<file path="src/rtl/if_id_buffer.sv">
// Fetch/decode boundary queue: DEPTH-entry in-order FIFO with valid/ready on both sides,
// carrying {inst, pc+4, predicted-taken}; EX flush and ID jump squash empty it to a bubble.
module if_id_buffer #(
    parameter int unsigned XLEN     = 32,
    parameter int unsigned DEPTH    = 2,
    parameter logic [31:0] NOP_INST = 32'h0000_0000
) (
    input  logic                         clk,
    input  logic                         reset,
    input  logic                         if_valid,
    output logic                         if_ready,
    input  logic [31:0]                  if_inst,
    input  logic [XLEN-1:0]              if_pc,
    input  logic                         if_take,
    output logic                         id_valid,
    input  logic                         id_ready,
    output logic [31:0]                  id_inst,
    output logic [XLEN-1:0]              id_pc,
    output logic                         id_take,
    input  logic                         id_jump,
    input  logic                         ex_flush,
    output logic [$clog2(DEPTH+1)-1:0]   count
);

    localparam int unsigned PW = (DEPTH > 1) ? $clog2(DEPTH) : 1;
    localparam int unsigned CW = $clog2(DEPTH + 1);
    localparam logic [PW-1:0] LAST = PW'(DEPTH - 1);
    localparam logic [CW-1:0] FULL = CW'(DEPTH);

    logic [31:0]     r_inst [DEPTH];
    logic [XLEN-1:0] r_pc4  [DEPTH];
    logic            r_take [DEPTH];

    logic [PW-1:0]   r_wr;
    logic [PW-1:0]   r_rd;
    logic [CW-1:0]   r_count;

    logic            w_valid;
    logic            w_ready;
    logic            w_push;
    logic            w_pop;
    logic            w_squash;
    logic [PW-1:0]   w_wr_next;
    logic [PW-1:0]   w_rd_next;

    // Both handshake flags depend only on registered occupancy, so if_ready has no path from id_ready.
    assign w_valid   = (r_count != '0);
    assign w_ready   = (r_count != FULL);
    assign w_push    = if_valid && w_ready;
    assign w_pop     = w_valid && id_ready;
    assign w_squash  = ex_flush || (id_jump && w_pop);
    assign w_wr_next = (r_wr == LAST) ? '0 : r_wr + PW'(1);
    assign w_rd_next = (r_rd == LAST) ? '0 : r_rd + PW'(1);

    always_ff @(posedge clk or posedge reset) begin
        if (reset) begin
            r_wr    <= '0;
            r_rd    <= '0;
            r_count <= '0;
        end else if (w_squash) begin
            // Flush or taken jump: everything queued and the incoming fetch are dropped.
            r_rd    <= r_wr;
            r_count <= '0;
        end else begin
            if (w_push) r_wr <= w_wr_next;
            if (w_pop)  r_rd <= w_rd_next;
            if (w_push && !w_pop)
                r_count <= r_count + CW'(1);
            else if (w_pop && !w_push)
                r_count <= r_count - CW'(1);
        end
    end

    always_ff @(posedge clk) begin
        if (w_push && !w_squash) begin
            r_inst[r_wr] <= if_inst;
            r_pc4[r_wr]  <= if_pc + XLEN'(4);
            r_take[r_wr] <= if_take;
        end
    end

    always_comb begin
        if_ready = w_ready;
        id_valid = w_valid;
        count    = r_count;
        id_inst  = NOP_INST;
        id_pc    = '0;
        id_take  = 1'b0;
        if (w_valid) begin
            id_inst = r_inst[r_rd];
            id_pc   = r_pc4[r_rd];
            id_take = r_take[r_rd];
        end
    end

endmodule
</file>
<file path="config.mk">
export PLATFORM = sky130hd
export DESIGN_NAME = if_id_buffer
export DESIGN_NICKNAME = d
export VERILOG_FILES = /design/src/rtl/if_id_buffer.sv
export SDC_FILE = /design/constraint.sdc
export NUM_CORES = 1
export LEC_CHECK = 0
export CAP_MARGIN = 30
export CORE_ASPECT_RATIO = 0.5
export CORE_MARGIN = 3
export CORE_UTILIZATION = 30
export CTS_BUF_LIST = sky130_fd_sc_hd__clkbuf_4
export DETAILED_ROUTE_END_ITERATION = 10
export MAX_ROUTING_LAYER = met4
export PLACE_DENSITY_LB_ADDON = 0.1
export SLEW_MARGIN = 20
export SYNTH_ARGS = -nofsm -noshare
export SYNTH_HDL_FRONTEND = slang
export SYNTH_SLANG_ARGS = --single-unit
</file>
<file path="constraint.sdc">
create_clock -name clk -period 10.37 [get_ports clk]
set_clock_uncertainty 0.15 [all_clocks]
set_input_delay 2.074 -clock clk [delete_from_list [all_inputs] [get_ports clk]]
set_output_delay 2.074 -clock clk [all_outputs]
set_load 0.02 [all_outputs]
</file>
Yosys cells after proc, flatten, opt, wreduce, memory -nomap -nowiden. Memory sizes are Yosys's and may differ from the RTL's. Cells that the tools add are included.

$add $sub $neg: 5. Equal/unequal tests: 1. Muxes and demuxes: 12. Bitwise operators: 1. Reduce and logical (&&, ||, !) cells: 14.

Operators with widths (count): $mux 32 (2); $add 32x3->32 const B (1); $mux 1 (7); $logic_and 1x1->1 (6); $mux 2 (3); $reduce_bool 2->1 (2); $logic_not 1->1 (3); $reduce_bool 3->1 (1); $add 1x1->1 const B (2); $add 2x1->2 const B (1); $ne 2x2->1 const B (1); $reduce_and 2->1 (1); $sub 2x1->2 const B (1); $logic_or 1x1->1 (1); $not 1->1 (1).

Bits in registers: 4. Memory bits (writable): 130. Input port bits: 71. Output and inout bits: 69. Word-level logic and storage cells: 39. Memories kept: 3.

Memories: r_inst (words 2, bits a word 32, rd ports 1, clocked after memory_dff 0, write ports 1, RTL line 30) `logic [31:0] r_inst [DEPTH];`; r_pc4 (words 2, bits a word 32, rd ports 1, clocked after memory_dff 0, write ports 1, RTL line 31) `logic [XLEN-1:0] r_pc4 [DEPTH];`; r_take (words 2, bits a word 1, rd ports 1, clocked after memory_dff 0, write ports 1, RTL line 32) `logic r_take [DEPTH];`.

Depth between registers and ports, before layout.
Depth after elaboration: 8. Gate-level depth with buffers: 6.

Worst setup path after synthesis. No wires, ideal clock.

Kind: input to register. Start point: in id_ready. End point: mem r_inst[0][0] (enable). Library setup time: 0.489 ns. Arrival time: 5.230 ns. Data required time: 9.731 ns. Slack: 4.502 ns. Stages: 4. Path through: clkbuf_1 nand3_1 nand4b_1 nor2_1.

Longest elaborated chain between the ends: 7.

Ends and longest elaborated chain: from (decl) (RTL line 16) `input logic id_ready,`; $logic_and 1x1->1 (RTL line 50) `assign w_pop = w_valid && id_ready;`; $logic_and 1x1->1 (RTL line 51) `assign w_squash = ex_flush || (id_jump && w_pop);`; $logic_or 1x1->1 (RTL line 51); $logic_not 1->1 (RTL line 75) `if (w_push && !w_squash) begin`; $logic_and 1x1->1 (RTL line 75); $mux 1 (RTL line 75); $mux 1 (not written as such) (RTL line 76) `r_inst[r_wr] <= if_inst;`; to (decl) (RTL line 30).

No other way between the ends.

Worst setup path after layout.
Start point: reg r_rd. End point: out id_pc[17].

Longest elaborated chain between the ends: 2.

Ends and longest elaborated chain: from (decl) (RTL line 35) `logic [PW-1:0] r_rd;`; from (signal assigned) (RTL line 62) `r_rd <= r_wr;`; from (signal assigned) (RTL line 66) `if (w_pop) r_rd <= w_rd_next;`; $mem_v2 2x32; $mux 32 (RTL line 89) `if (w_valid) begin`; to (decl) (RTL line 18) `output logic [XLEN-1:0] id_pc,`.

No other way between the ends.

==> reports/qor.csv <==
stage;metric;value;unit
detailed_routing;drc;0;
detailed_routing;viasPerCell;4.492;
worst_hold_path;hold_path_depth;1;
logic_synthesis;ys_seq_area_frac;0.7042;
power_and_ir_drop;power.internal;0.9687;mW
clock_network;clock_sinks;134;
logic_synthesis;syn-mean-instance-area;14.43;um2
global_route;antenna_found_initial;0;
die;die_h;103.3;um
detailed_routing;dr_wl_met3;471;um
die;ios;140;
logic_synthesis;synthAdderAreaFrac;0.002201;
power_and_ir_drop;seqPwrFrac;0.499;
detailed_routing;vias;3607;
finish;nets;611;
clock_network;clk_pin_slew;0.11;ns
worst_setup_path;worstRegToRegCells;4;
worst_setup_path;setup.worst_path.class;reg2out;
logic_synthesis;synth_most_common_cell;edfxtp_1;
outcome;status;complete, no violations;
power_and_ir_drop;power_frac_clock;0.240;
power_and_ir_drop;combPwrFrac;0.262;
placement;place_ws;5.438;ns
detailed_routing;postRouteAntennaNets;0;
detailed_routing;drt_pass1_iterations;4;
logic_synthesis;ys_top_cells_by_area;edfxtp_1 69%, mux2i_1 11%, nor2_1 5.0%;
timing;finalCritPeriodShare;0.5065;
timing;max_slew.worst_pin.slew;0.8835;ns
finish;area_growth;34.51;%
job;maxCapViolCount;0;
clock_network;cts_buffer_depth;2;
worst_setup_path;worst-endpoint-required;8.15;ns
detailed_routing;met1Wirelength;6176;um
finish;final_cells;803;
placement;gp_congestion;0.7965;
logic_synthesis;synth_top_area_share;0.6866;
detailed_routing;wl_met2;6052;um
power_and_ir_drop;power_density;180.8;nW/um2
power_and_ir_drop;p_sw_frac;0.2992;
timing;rsz0062_at_grt;no;
logic_synthesis;synthCells;394;
die;dieArea;20740;um2
clock_network;hold_buffers;0;
power_and_ir_drop;switchingPower;0.4136;mW
clock_network;cts-buffers-inserted;17;
logic_synthesis;syn_nets;466;
global_route;grt_usage;0.1307;
logic_synthesis;netlist.top_cell.by_area;edfxtp_1;
timing;hold_viol_final;0;
clock_network;root_buffer;clkbuf_4;
global_route;overflow;0;
finish;utilization;0.4260;
timing;clock.fmax;190.4;MHz
die;core_area;17950;um2
timing;setup_tns;0;ns
finish;drive_gt1_frac;0.07804;
detailed_routing;wire_per_inst;15.99;um
logic_synthesis;syn_area;5685;um2
die;start_util;0.3167;
logic_synthesis;synthTopCellsByCount;130 x edfxtp_1, 76 x nor2_1, 65 x mux2i_1;
worst_setup_path;startpoint_type;flop;
placement;dp_cells;772;
placement;numPortBuffers;139;
global_route;grt_max_degree;48;
placement;dp_hpwl;8573;um
logic_synthesis;ys.flop_type;edfxtp_1;
clock_network;cts-htree-levels;4;
clock_network;cts_tree;built;
logic_synthesis;synth_cell_types;33;
die;die-width;200.7;um
worst_setup_path;crit_arrival;3.03;ns
power_and_ir_drop;power.total;1.382;mW
timing;finalSetupViolations;0;
logic_synthesis;synth-seq-cells;134;
timing;slew_violations;0;
logic_synthesis;synth_top_family_by_area;multiplexers;
die;rows;34;
clock_network;insertion_delay;0.51;ns
logic_synthesis;synth-xor-area-share;0.04467;
detailed_routing;top_layer_used;met4;
logic_synthesis;synth_mux_area_frac;0.1144;
power_and_ir_drop;vdd_ir_drop_max;0.06755;mV
timing;relSlewSlack;0.4110;
logic_synthesis;ys.warnings.count;0;
clock_network;cts_setup_buffers;0;
global_route;first_global_vias;3556;
clock_network;cts_resized;0;
logic_synthesis;async_flop_share;0.02985;
worst_setup_path;endpoint_kind;output port;
timing;setup_ws;5.118;ns
power_and_ir_drop;cellLeakagePower;2.655;nW
worst_setup_path;crit_fanout;47;
timing;min_period;5.252;ns
detailed_routing;drt-total-wl;12840;um
finish;diodes;0;
worst_hold_path;hp-class;reg2reg;
logic_synthesis;synth_edf_count;130;
detailed_routing;drt_iter0_markers;140;
logic_synthesis;synth-compound-area-share;0.01122;
global_route;grt_pass1_wl;19750;um
logic_synthesis;synth_simple_gate_area_share;0.1059;
==> kinds of logic after synthesis <==
kind of cell / count (synthesis)
multiplexers: 65
AO/OA/AOI/OAI: 10
AND/OR/NAND/NOR: 130
XOR/XNOR: 29
buffers and inverters: 25
flip-flops: 134
adder cells (fa/ha/maj): 1
==> worst max-delay path: stages, from the launching register on <==
cell and delay, ns:
dfrtp_4 0.69, buf_4 0.76, mux2i_1 0.24, nor2_1 0.14, clkdlybuf4s50_1 0.62
==> per-layer routing <==
| layer | track usage | vias up |
|---|---|---|
| li1 | - | 1743 |
| met4 | 0.05013 | 0 |
| met5 | - | - |
| met2 | 0.2087 | 83 |
| met1 | 0.1659 | 1771 |
| met3 | 0.02938 | 10 |
==> cell type report <==
class                      count  area, um2
clock buffer                  18      135.1
clock inverter                13      132.6
fill                        1707      10300
inverter                       8      30.03
multi-input combinational    235       1605
sequential                   134       4008
tap                          252      315.3
timing repair buffer         143       1421
==> power groups by stage <==
stage	logic, mW	clock network (mW)	registers, mW
2_1_floorplan	0.232	0	0.685
3_3_place_gp	0.373	0	0.702
3_5_place_dp	0.371	0	0.703
4_1_cts	0.372	0.347	0.690
5_1_grt	0.391	0.368	0.696
6_report	0.362	0.331	0.689
==> sequential cells by signal (all words and copies together), names as in the netlist <==
| signal | count |
|---|---|
| count | 2 |
| r_inst | 64 |
| r_pc4 | 64 |
| r_rd | 1 |
| r_take | 2 |
| r_wr | 1 |
==> per-stage QoR <==
step | instance area (um2) | hold WS (ns)
after detailed placement | 7380 | 0.4196
after CTS | 7647 | 0.4407
after floorplan | 5685 | 0.3320
after global routing | 7647 | 0.4567
final | 7647 | 0.4428
after global placement | 7380 | 0.4242
==> layout by cell type, fill, tap and decap left out, types with 4 or more instances in the layout <==
master             n
clkinvlp_4         4
nand2_1            9
nor2_1            73
a21oi_1            4
nand3_1           13
clkinv_2           5
xor2_1            10
mux2i_1           65
edfxtp_1         130
xnor2_1           19
nor4_1             5
clkbuf_4          18
inv_1              8
clkdlybuf4s50_1  139
nand4_1            8
buf_4              4
==> path summary, 6_finish.rpt <==
path | start | end | slack, ns
worst max-delay path | r_rd$_DFFE_PP0P_ | id_pc[17] | 5.12
worst min-delay path | r_wr$_DFFE_PP0P_ | r_wr$_DFFE_PP0P_ | 0.44
worst max register to register | count[0]$_DFFE_PP0P_ | r_inst[0][22]$_DFFE_PP_ | 7.57
worst min register to register | r_wr$_DFFE_PP0P_ | r_wr$_DFFE_PP0P_ | 0.44
min in group asynchronous | reset | count[0]$_DFFE_PP0P_ | 1.61
max in group asynchronous | reset | r_rd$_DFFE_PP0P_ | 8.28
(Power assumes the default switching activity.)
